[config.mk]
export PLATFORM = sky130hd
export DESIGN_NAME = omsp_irq_latency_tracker
export DESIGN_NICKNAME = d
export VERILOG_FILES = /design/src/rtl/omsp_irq_latency_tracker.sv
export SDC_FILE = /design/constraint.sdc
export NUM_CORES = 1
export LEC_CHECK = 0
export CAP_MARGIN = 20
export CORE_MARGIN = 2
export CORE_UTILIZATION = 35
export DETAILED_ROUTE_END_ITERATION = 8
export GPL_ROUTABILITY_DRIVEN = 0
export GPL_TIMING_DRIVEN = 0
export MAX_ROUTING_LAYER = met4
export SLEW_MARGIN = 20
export SYNTH_ARGS = -nofsm -noshare
export SYNTH_HDL_FRONTEND = slang
export SYNTH_SLANG_ARGS = --single-unit
[constraint.sdc]
create_clock -name mclk -period 3.7 [get_ports mclk]
set_clock_uncertainty 0.05 [all_clocks]
set_input_delay 0.37 -clock mclk [delete_from_list [all_inputs] [get_ports mclk]]
set_output_delay 0.37 -clock mclk [all_outputs]
set_load 0.02 [all_outputs]
[src/rtl/omsp_irq_latency_tracker.sv]
// rtl/omsp_irq_latency_tracker.sv - interrupt request-to-acceptance latency observer
//
// Purpose:
//   Passive observer beside the interrupt frontend. For every serviced
//   interrupt it measures the number of cycles from the first cycle a request
//   is seen to the cycle it is accepted. It also counts how many of those
//   cycles had interrupts masked (gie low). It keeps a running maximum, a
//   sticky deadline-miss flag and a sticky counter-saturation flag. It never
//   drives anything on the interrupt path.
//
// Ports:
//   mclk          in   system clock
//   puc_rst       in   asynchronous active-high reset
//   irq_in        in   level interrupt requests (bit NR_IRQ-1 = highest priority)
//   irq_acc       in   acceptance pulses from the frontend (one-hot expected)
//   gie           in   effective interrupt enable
//   stat_clr      in   single-cycle clear of max/sticky results
//   in_wait       out  a measurement is in progress
//   lat_valid     out  one-cycle pulse, last_* just updated
//   last_lat      out  latency of the most recent serviced request
//   last_masked   out  gie-low cycles within last_lat
//   last_src      out  index of the accepted line
//   max_lat       out  largest last_lat since reset/clear
//   max_src       out  source of max_lat
//   deadline_miss out  sticky, some latency exceeded DEADLINE
//   sat_flag      out  sticky, a counter saturated
//   drop_pulse    out  one-cycle pulse, request withdrawn before service

module omsp_irq_latency_tracker #(
    parameter int  NR_IRQ    = 16,
    parameter int  LAT_WIDTH = 16,
    parameter int  DEADLINE  = 1000,
    localparam int SRC_W     = (NR_IRQ > 1) ? $clog2(NR_IRQ) : 1
) (
    input  logic                 mclk,
    input  logic                 puc_rst,
    input  logic [NR_IRQ-1:0]    irq_in,
    input  logic [NR_IRQ-1:0]    irq_acc,
    input  logic                 gie,
    input  logic                 stat_clr,
    output logic                 in_wait,
    output logic                 lat_valid,
    output logic [LAT_WIDTH-1:0] last_lat,
    output logic [LAT_WIDTH-1:0] last_masked,
    output logic [SRC_W-1:0]     last_src,
    output logic [LAT_WIDTH-1:0] max_lat,
    output logic [SRC_W-1:0]     max_src,
    output logic                 deadline_miss,
    output logic                 sat_flag,
    output logic                 drop_pulse
);

    // Deadline comparison is done in a width that holds both the sample and
    // DEADLINE, so a DEADLINE beyond the counter range simply never fires.
    localparam int                   CW      = (LAT_WIDTH > 32) ? LAT_WIDTH : 32;
    localparam logic [CW-1:0]        DL_C    = CW'(DEADLINE);
    localparam logic [LAT_WIDTH-1:0] LAT_MAX = '1;
    localparam logic [LAT_WIDTH-1:0] LAT_ONE = LAT_WIDTH'(1);

    typedef enum logic {
        S_IDLE = 1'b0,
        S_WAIT = 1'b1
    } state_t;

    state_t               r_state;
    logic [LAT_WIDTH-1:0] r_cnt;
    logic [LAT_WIDTH-1:0] r_mcnt;
    logic                 r_lat_valid;
    logic [LAT_WIDTH-1:0] r_last_lat;
    logic [LAT_WIDTH-1:0] r_last_masked;
    logic [SRC_W-1:0]     r_last_src;
    logic [LAT_WIDTH-1:0] r_max_lat;
    logic [SRC_W-1:0]     r_max_src;
    logic                 r_deadline_miss;
    logic                 r_sat_flag;
    logic                 r_drop_pulse;

    logic                 w_pend;
    logic                 w_acc;
    logic [SRC_W-1:0]     w_acc_idx;
    logic                 w_in_wait;
    logic                 w_count;
    logic                 w_cnt_sat;
    logic                 w_mcnt_sat;
    logic                 w_sat_evt;
    logic [LAT_WIDTH-1:0] w_sample;
    logic [LAT_WIDTH-1:0] w_msample;
    logic [CW-1:0]        w_sample_ext;
    logic                 w_over_dl;
    logic [LAT_WIDTH-1:0] w_max_base;
    logic [SRC_W-1:0]     w_max_src_base;
    logic                 w_new_max;

    assign w_pend    = |irq_in;
    assign w_acc     = |irq_acc;
    assign w_in_wait = (r_state == S_WAIT);

    // Later iterations override earlier ones, so the highest set bit wins
    // when the frontend (anomalously) presents more than one acceptance.
    always_comb begin
        w_acc_idx = '0;
        for (int i = 0; i < NR_IRQ; i++) begin
            if (irq_acc[i]) begin
                w_acc_idx = SRC_W'(i);
            end
        end
    end

    // A request accepted straight out of IDLE has zero latency; otherwise the
    // running counters are the sample.
    assign w_sample     = w_in_wait ? r_cnt  : '0;
    assign w_msample    = w_in_wait ? r_mcnt : '0;
    assign w_sample_ext = CW'(w_sample);
    assign w_over_dl    = w_sample_ext > DL_C;

    // Counting cycle: still waiting, still requested, not yet accepted.
    // Saturation is an increment attempted while already at all-ones.
    assign w_count    = w_in_wait & ~w_acc & w_pend;
    assign w_cnt_sat  = w_count & (r_cnt == LAT_MAX);
    assign w_mcnt_sat = w_count & ~gie & (r_mcnt == LAT_MAX);
    assign w_sat_evt  = w_cnt_sat | w_mcnt_sat;

    // stat_clr coinciding with a record makes the record compete against
    // zero, so the max restarts from this sample alone.
    assign w_max_base     = stat_clr ? '0 : r_max_lat;
    assign w_max_src_base = stat_clr ? '0 : r_max_src;
    assign w_new_max      = w_acc & (w_sample > w_max_base);

    always_ff @(posedge mclk or posedge puc_rst) begin
        if (puc_rst) begin
            r_state         <= S_IDLE;
            r_cnt           <= '0;
            r_mcnt          <= '0;
            r_lat_valid     <= 1'b0;
            r_last_lat      <= '0;
            r_last_masked   <= '0;
            r_last_src      <= '0;
            r_max_lat       <= '0;
            r_max_src       <= '0;
            r_deadline_miss <= 1'b0;
            r_sat_flag      <= 1'b0;
            r_drop_pulse    <= 1'b0;
        end else begin
            r_lat_valid  <= 1'b0;
            r_drop_pulse <= 1'b0;

            case (r_state)
                S_IDLE: begin
                    // An acceptance here is recorded below with sample 0 and
                    // the FSM stays put; a pending request starts counting.
                    if (!w_acc && w_pend) begin
                        r_state <= S_WAIT;
                        r_cnt   <= LAT_ONE;
                        r_mcnt  <= gie ? '0 : LAT_ONE;
                    end
                end
                S_WAIT: begin
                    if (w_acc) begin
                        r_state <= S_IDLE;
                    end else if (w_pend) begin
                        if (r_cnt != LAT_MAX) begin
                            r_cnt <= r_cnt + LAT_ONE;
                        end
                        if (!gie && (r_mcnt != LAT_MAX)) begin
                            r_mcnt <= r_mcnt + LAT_ONE;
                        end
                    end else begin
                        // Request vanished before service: no record.
                        r_state      <= S_IDLE;
                        r_drop_pulse <= 1'b1;
                    end
                end
                default: begin
                    r_state <= S_IDLE;
                end
            endcase

            if (w_acc) begin
                r_lat_valid   <= 1'b1;
                r_last_lat    <= w_sample;
                r_last_masked <= w_msample;
                r_last_src    <= w_acc_idx;
            end

            if (w_new_max) begin
                r_max_lat <= w_sample;
                r_max_src <= w_acc_idx;
            end else begin
                r_max_lat <= w_max_base;
                r_max_src <= w_max_src_base;
            end

            r_deadline_miss <= (r_deadline_miss & ~stat_clr) | (w_acc & w_over_dl);
            r_sat_flag      <= (r_sat_flag & ~stat_clr) | w_sat_evt;
        end
    end

    assign in_wait       = w_in_wait;
    assign lat_valid     = r_lat_valid;
    assign last_lat      = r_last_lat;
    assign last_masked   = r_last_masked;
    assign last_src      = r_last_src;
    assign max_lat       = r_max_lat;
    assign max_src       = r_max_src;
    assign deadline_miss = r_deadline_miss;
    assign sat_flag      = r_sat_flag;
    assign drop_pulse    = r_drop_pulse;

endmodule

# ---- After elaboration in Yosys (flattened, before gate mapping)
# Index checks and enable logic that the tools add are counted.
dict set report totals {
  ff_bits 93
  in_bits 36
  out_inout_bits 61
  elab_cells 90
}
dict set report classes {
  n_addsub 2
  order_cmp 2
  eq_ne 9
  muxes 40
  bitwise 16
  n_reduce_logical 9
}
# cell n
set ops {}
lappend ops {{$mux 16} 12}
lappend ops {{$pmux 16 s2} 2}
lappend ops {{$mux 4} 15}
lappend ops {{$add 16x1->16 const B} 2}
lappend ops {{$eq 16x16->1 const B} 2}
lappend ops {{$ne 16x16->1 const B} 2}
lappend ops {{$reduce_or 16->1} 2}
lappend ops {{$gt 16x10->1 const B} 1}
lappend ops {{$gt 16x16->1} 1}
lappend ops {{$and 1x1->1} 9}
lappend ops {{$mux 1} 9}
lappend ops {{$reduce_and 4->1} 2}
lappend ops {{$ne 2x1->1 const B} 3}
lappend ops {{$ne 2x2->1 const B} 2}
lappend ops {{$not 1->1} 4}
lappend ops {{$or 1x1->1} 3}
lappend ops {{$logic_and 1x1->1} 2}
lappend ops {{$logic_not 1->1} 2}
lappend ops {{$mux 2} 1}
lappend ops {{$pmux 1 s2} 1}
lappend ops {{$reduce_bool 2->1} 1}

# ---- Logic depth before layout (Yosys ltp)
dict set report depth {
  depth_word 16
  ltp_mapped 14
  mapped_depth_nobuf 10
}

# ---- Worst setup path after synthesis
# Ideal clock, no wire load.
dict set report synth_timing {
  path_kind {reg2reg}
  startpoint {register r_state, in the netlist in_wait}
  endpoint {register r_max_src[3], in the netlist max_src[3]}
  setup_time_ns 0.125
  arrival_ns 3.202
  t_required_ns 3.525
  slack_ns 0.323
  path_stages_with_launch 15
  path_buffers 5
  synth_period_minus_slack_ns 3.377
  path_cell_list {dfrtp_1 > clkbuf_1 > clkbuf_1 > buf_1 > nand2_1 > inv_1 > ha_1 > nand2_1 > or4_1 > a21oi_1 > a211oi_1 > or3_1 > clkbuf_1 > buf_6 > mux2_4}
}
dict set report synth_via {
  elab_chain_len 4
  word_cells_on_any_way 5
}
# item line_no
set synth_lines {}
lappend synth_lines {{start, declared} 65} ;# state_t r_state;
lappend synth_lines {{start signal, assigned} 131} ;# r_state <= S_IDLE;
lappend synth_lines {{start signal, assigned} 152} ;# r_state <= S_WAIT;
lappend synth_lines {{start signal, assigned} 159} ;# r_state <= S_IDLE;
lappend synth_lines {{$mux 16 (*)} 111} ;# assign w_sample = w_in_wait ? r_cnt : '0;
lappend synth_lines {{via w_sample[8]} 86} ;# logic [LAT_WIDTH-1:0] w_sample;
lappend synth_lines {{$gt 16x16->1 (*)} 127} ;# assign w_new_max = w_acc & (w_sample > w_max_base);
lappend synth_lines {{$and 1x1->1 (*)} 127}
lappend synth_lines {{$mux 4 / $reduce_bool 2->1 (equally long branches)} --}
lappend synth_lines {{end signal, assigned} 187} ;# r_max_src <= w_acc_idx;
lappend synth_lines {{end signal, assigned} 190} ;# r_max_src <= w_max_src_base;
lappend synth_lines {{end, declared} 73} ;# logic [SRC_W-1:0] r_max_src;
# The timed path passes the listed nets; every way through them passes the cells marked *.
# A chain may end at the register's enable or synchronous reset.

# ---- Worst setup path in the final report
# Same ends and word-level chain as after synthesis.

==> results.json <==
{
  "outcome": "completed",
  "dpl.cell_count": 815,
  "detailed_place.area_um2": 6080,
  "dr_total_vias": 4455,
  "globalRouteMet3Util": 0.0215,
  "grt_pass1_vias": 4365,
  "rsz0062_at_grt": "false",
  "worst_path_dominant_cell_family": "simple AND/OR/NAND/NOR gates",
  "antenna_found_initial": 0,
  "worst_setup_path_end_kind": "flop",
  "worst-path-stages": 13,
  "syn_avg_cell_area_um2": 9.04,
  "slew_violations": 0,
  "yosysUniqueCellTypes": 51,
  "synthDominantCellAreaShare": 0.479,
  "die_width_um": 122,
  "floorplan.die.height_um": 122,
  "place_hpwl_um": 10400,
  "first_pass_iters": 5,
  "start_util": 0.354,
  "nNetsFinal": 699,
  "cp_max_fo": 11,
  "hold_violations": 0,
  "synthCells": 538,
  "final_antenna_net_count": 0,
  "synth_warnings": 0,
  "io-pin-count": 97,
  "synthArstFlopShare": 1.00,
  "cap_violations": 0,
  "fraction_of_layout_instances_using_a_drive_strength_above_1": 0.0478,
  "drt_drc_violations_left": 0,
  "p_r_area_growth_vs_syn_pct": 30.9,
  "cp_data_required_time_ns": 3.88,
  "clock_tree.buffer_depth": 2,
  "grt_pass1_wl_um": 22200,
  "synth-seq-cells": 93,
  "grt_usage": 0.196,
  "worst_path_most_repeated_cell": "sky130_fd_sc_hd__nand2_1",
  "synth-seq-area-share": 0.479,
  "placeableCoreArea_um2": 13700,
  "clock_latency_ns": 0.34,
  "number_of_buffers_inserted_to_repair_setup_after_cts": 0,
  "grt_remaining_overflow": 0,
  "power_density_nw_per_um2": 317,
  "post_synth_instance_area_um2": 4860,
  "p_leak_uw": 0.00290,
  "antenna-diode-count": 0,
  "synth_top_flop_cell": "sky130_fd_sc_hd__dfrtp_1",
  "period_needed_ns": 3.41,
  "drt-total-wl_um": 13800,
  "critPathLaunchType": "flop",
  "report.power.total_uw": 2020,
  "most-common-layout-cells": "108 x sky130_fd_sc_hd__nand2_1, 96 x sky130_fd_sc_hd__clkdlybuf4s50_1, 93 x sky130_fd_sc_hd__dfrtp_1",
  "instances_no_fill": 829,
  "ir_drop_worst_vdd_uv": 237,
  "cts_hold_repair.buffers": 0,
  "worst_hold_path_type": "in -> async",
  "data_arrival_time_of_the_critical_path_ns": 3.59,
  "n_fill_cell": 1315,
  "post_route_cell_area_um2": 6360,
  "cts_tree": "done",
  "most_common_cell_after_layout_fill_and_taps_aside": "sky130_fd_sc_hd__nand2_1",
  "final.period_utilization": 0.922,
  "met2_usage": 0.312,
  "die_area_um2": 14900,
  "sum_of_buffers_and_inverters_on_the_critical_path": 5,
  "worst_slack_ns": 0.289,
  "clkSlewWorstSetupHoldPaths_ns": 0.06,
  "setup_viols_final": 0,
  "cts_htree_levels": 3,
  "drt-vias-per-instance": 5.37,
  "cp_cell_sequence": "clkbuf_2 > buf_2 > nand2_1 > inv_1 > ha_1 > nand2_1 > or4_1 > a21oi_1 > a211oi_1 > or3_1 > clkbuf_1 > buf_6 > mux2_4",
  "core.rowCount": 43,
  "synthTopCellsByArea": "sky130_fd_sc_hd__dfrtp_1 48%, sky130_fd_sc_hd__nand2_1 8.3%, sky130_fd_sc_hd__mux2i_1 5.6%",
  "maxClockFrequency_ghz": 0.293,
  "slew_headroom": 0.582,
  "routedWlPerCell_um": 16.6,
  "reg2reg_depth": 13,
  "criticalPathCategory": "reg -> reg",
  "post-place-ws_ns": -0.214,
  "critical_path.slowest_cell": "sky130_fd_sc_hd__dfrtp_1",
  "pin_count_of_the_biggest_net_entering_global_routing": 69,
  "count_of_flip_flops_with_a_built_in_enable_after_synthesis": 0,
  "netlist.top_cell.by_area": "sky130_fd_sc_hd__dfrtp_1",
  "drt_iter0_drc": 367,
  "met1_usage": 0.264,
  "placement.io_buffers": 96,
  "syn-num-nets": 592,
  "crit_path_max_incr_delay_ns": 0.56,
  "cts_buf_count": 9,
  "clock_sinks": 93,
  "top_usage_layer": "met2",
  "cts-root-buf": "sky130_fd_sc_hd__clkbuf_16",
  "worst_slew_pin_tran_ns": 0.626
}
layout make-up:
cell class                 instances  area, um2  area share
sequential                        93       2330       0.366
multi-input combinational        386       2300       0.361
clock buffer                      11        233      0.0366
timing repair buffer              97        988       0.155
tap                              180        225      0.0354
buffer                            28        125      0.0197
clock inverter                     4       50.0     0.00786
inverter                          30        118      0.0185
registers in the layout, indices dropped and copies added, names as in the netlist:
signal,cells
deadline_miss,1
drop_pulse,1
in_wait,1
last_lat,16
last_masked,16
last_src,4
lat_valid,1
max_lat,16
max_src,4
r_cnt,16
r_mcnt,16
sat_flag,1
kinds of logic (layout without fill, tap and decap cells):
group	Yosys count	after routing	share of synthesized area
AND/OR/NAND/NOR	222	222	0.215
AO/OA/AOI/OAI	118	118	0.153
adder cells (fa/ha/maj)	18	18	0.0463
multiplexers	28	28	0.0587
buffers and inverters	59	170	0.0489
flip-flops	93	93	0.479
worst register-to-register path, cell delays in order (launching register included):
cell                       delay, ns
sky130_fd_sc_hd__dfrtp_1        0.56
sky130_fd_sc_hd__clkbuf_2       0.30
sky130_fd_sc_hd__buf_2          0.28
sky130_fd_sc_hd__nand2_1        0.16
sky130_fd_sc_hd__inv_1          0.09
sky130_fd_sc_hd__ha_1           0.13
sky130_fd_sc_hd__nand2_1        0.06
sky130_fd_sc_hd__or4_1          0.54
sky130_fd_sc_hd__a21oi_1        0.14
sky130_fd_sc_hd__a211oi_1       0.07
sky130_fd_sc_hd__or3_1          0.34
sky130_fd_sc_hd__clkbuf_1       0.11
sky130_fd_sc_hd__buf_6          0.15
sky130_fd_sc_hd__mux2_4         0.30
through the flow:
stage	TNS, ns	utilization	hold slack, ns
finish	0	0.464	0.308
global route	0	0.464	0.333
CTS	0	0.464	0.315
detailed placement	-2.52	0.443	0.421
global placement	-64.90	0.441	0.414
floorplan	0	-	0.453
layer usage:
| metal | routed length [um] | up-vias | share of wire |
|---|---|---|---|
| met2 | 6530 | 120 | 0.47 |
| met5 | 0 | - | 0 |
| met3 | 625 | 10 | 0.045 |
| met4 | 178 | 0 | 0.013 |
| li1 | - | 2143 | - |
| met1 | 6440 | 2182 | 0.47 |
repair_timing:
item                       in CTS  in global routing
setup endpoints to repair      20                 12
cloned                          0                  0
gates resized for setup         3                  0
path summary, 6_finish.rpt:
kind | start | to | slack, ns
worst min-delay path | puc_rst | last_src[1]$_DFFE_PP0P_ | 0.31
min in group mclk | last_masked[14]$_DFFE_PP0P_ | last_masked[14]$_DFFE_PP0P_ | 0.43
worst min register to register | last_masked[14]$_DFFE_PP0P_ | last_masked[14]$_DFFE_PP0P_ | 0.43
worst max-delay path | in_wait$_DFF_PP0_ | max_src[3]$_DFFE_PP0P_ | 0.29
worst max register to register | in_wait$_DFF_PP0_ | max_src[3]$_DFFE_PP0P_ | 0.29
max in group asynchronous | puc_rst | last_lat[10]$_DFFE_PP0P_ | 2.66
cells in the mapped netlist, drive strengths merged (2+ instances only):
| master | number |
|---|---|
| or2 | 3 |
| inv | 30 |
| and3 | 6 |
| dfrtp | 93 |
| or3 | 3 |
| nand3 | 13 |
| nand2b | 3 |
| buf | 12 |
| or4 | 4 |
| a211oi | 3 |
| nand4b | 3 |
| a31oi | 3 |
| o211ai | 4 |
| o21ai | 54 |
| a22o | 8 |
| nor4 | 13 |
| nor2 | 34 |
| o22ai | 3 |
| clkbuf | 17 |
| a221o | 5 |
| mux2i | 27 |
| and4 | 5 |
| nor3 | 7 |
| nand2 | 108 |
| nor2b | 2 |
| o221ai | 2 |
| ha | 18 |
| o31ai | 7 |
| a21oi | 14 |
| nand4 | 16 |
| a21o | 5 |
power by group:
| group | total (uW) | internal (uW) | switching [uW] |
|---|---|---|---|
| sequential | 1020 | 1020 | 1.22 |
| combinational | 91.1 | 45.6 | 45.5 |
| clock | 908 | 520 | 388 |
| total | 2020 | 1580 | 435 |
Power figures use the tool's default switching activity.
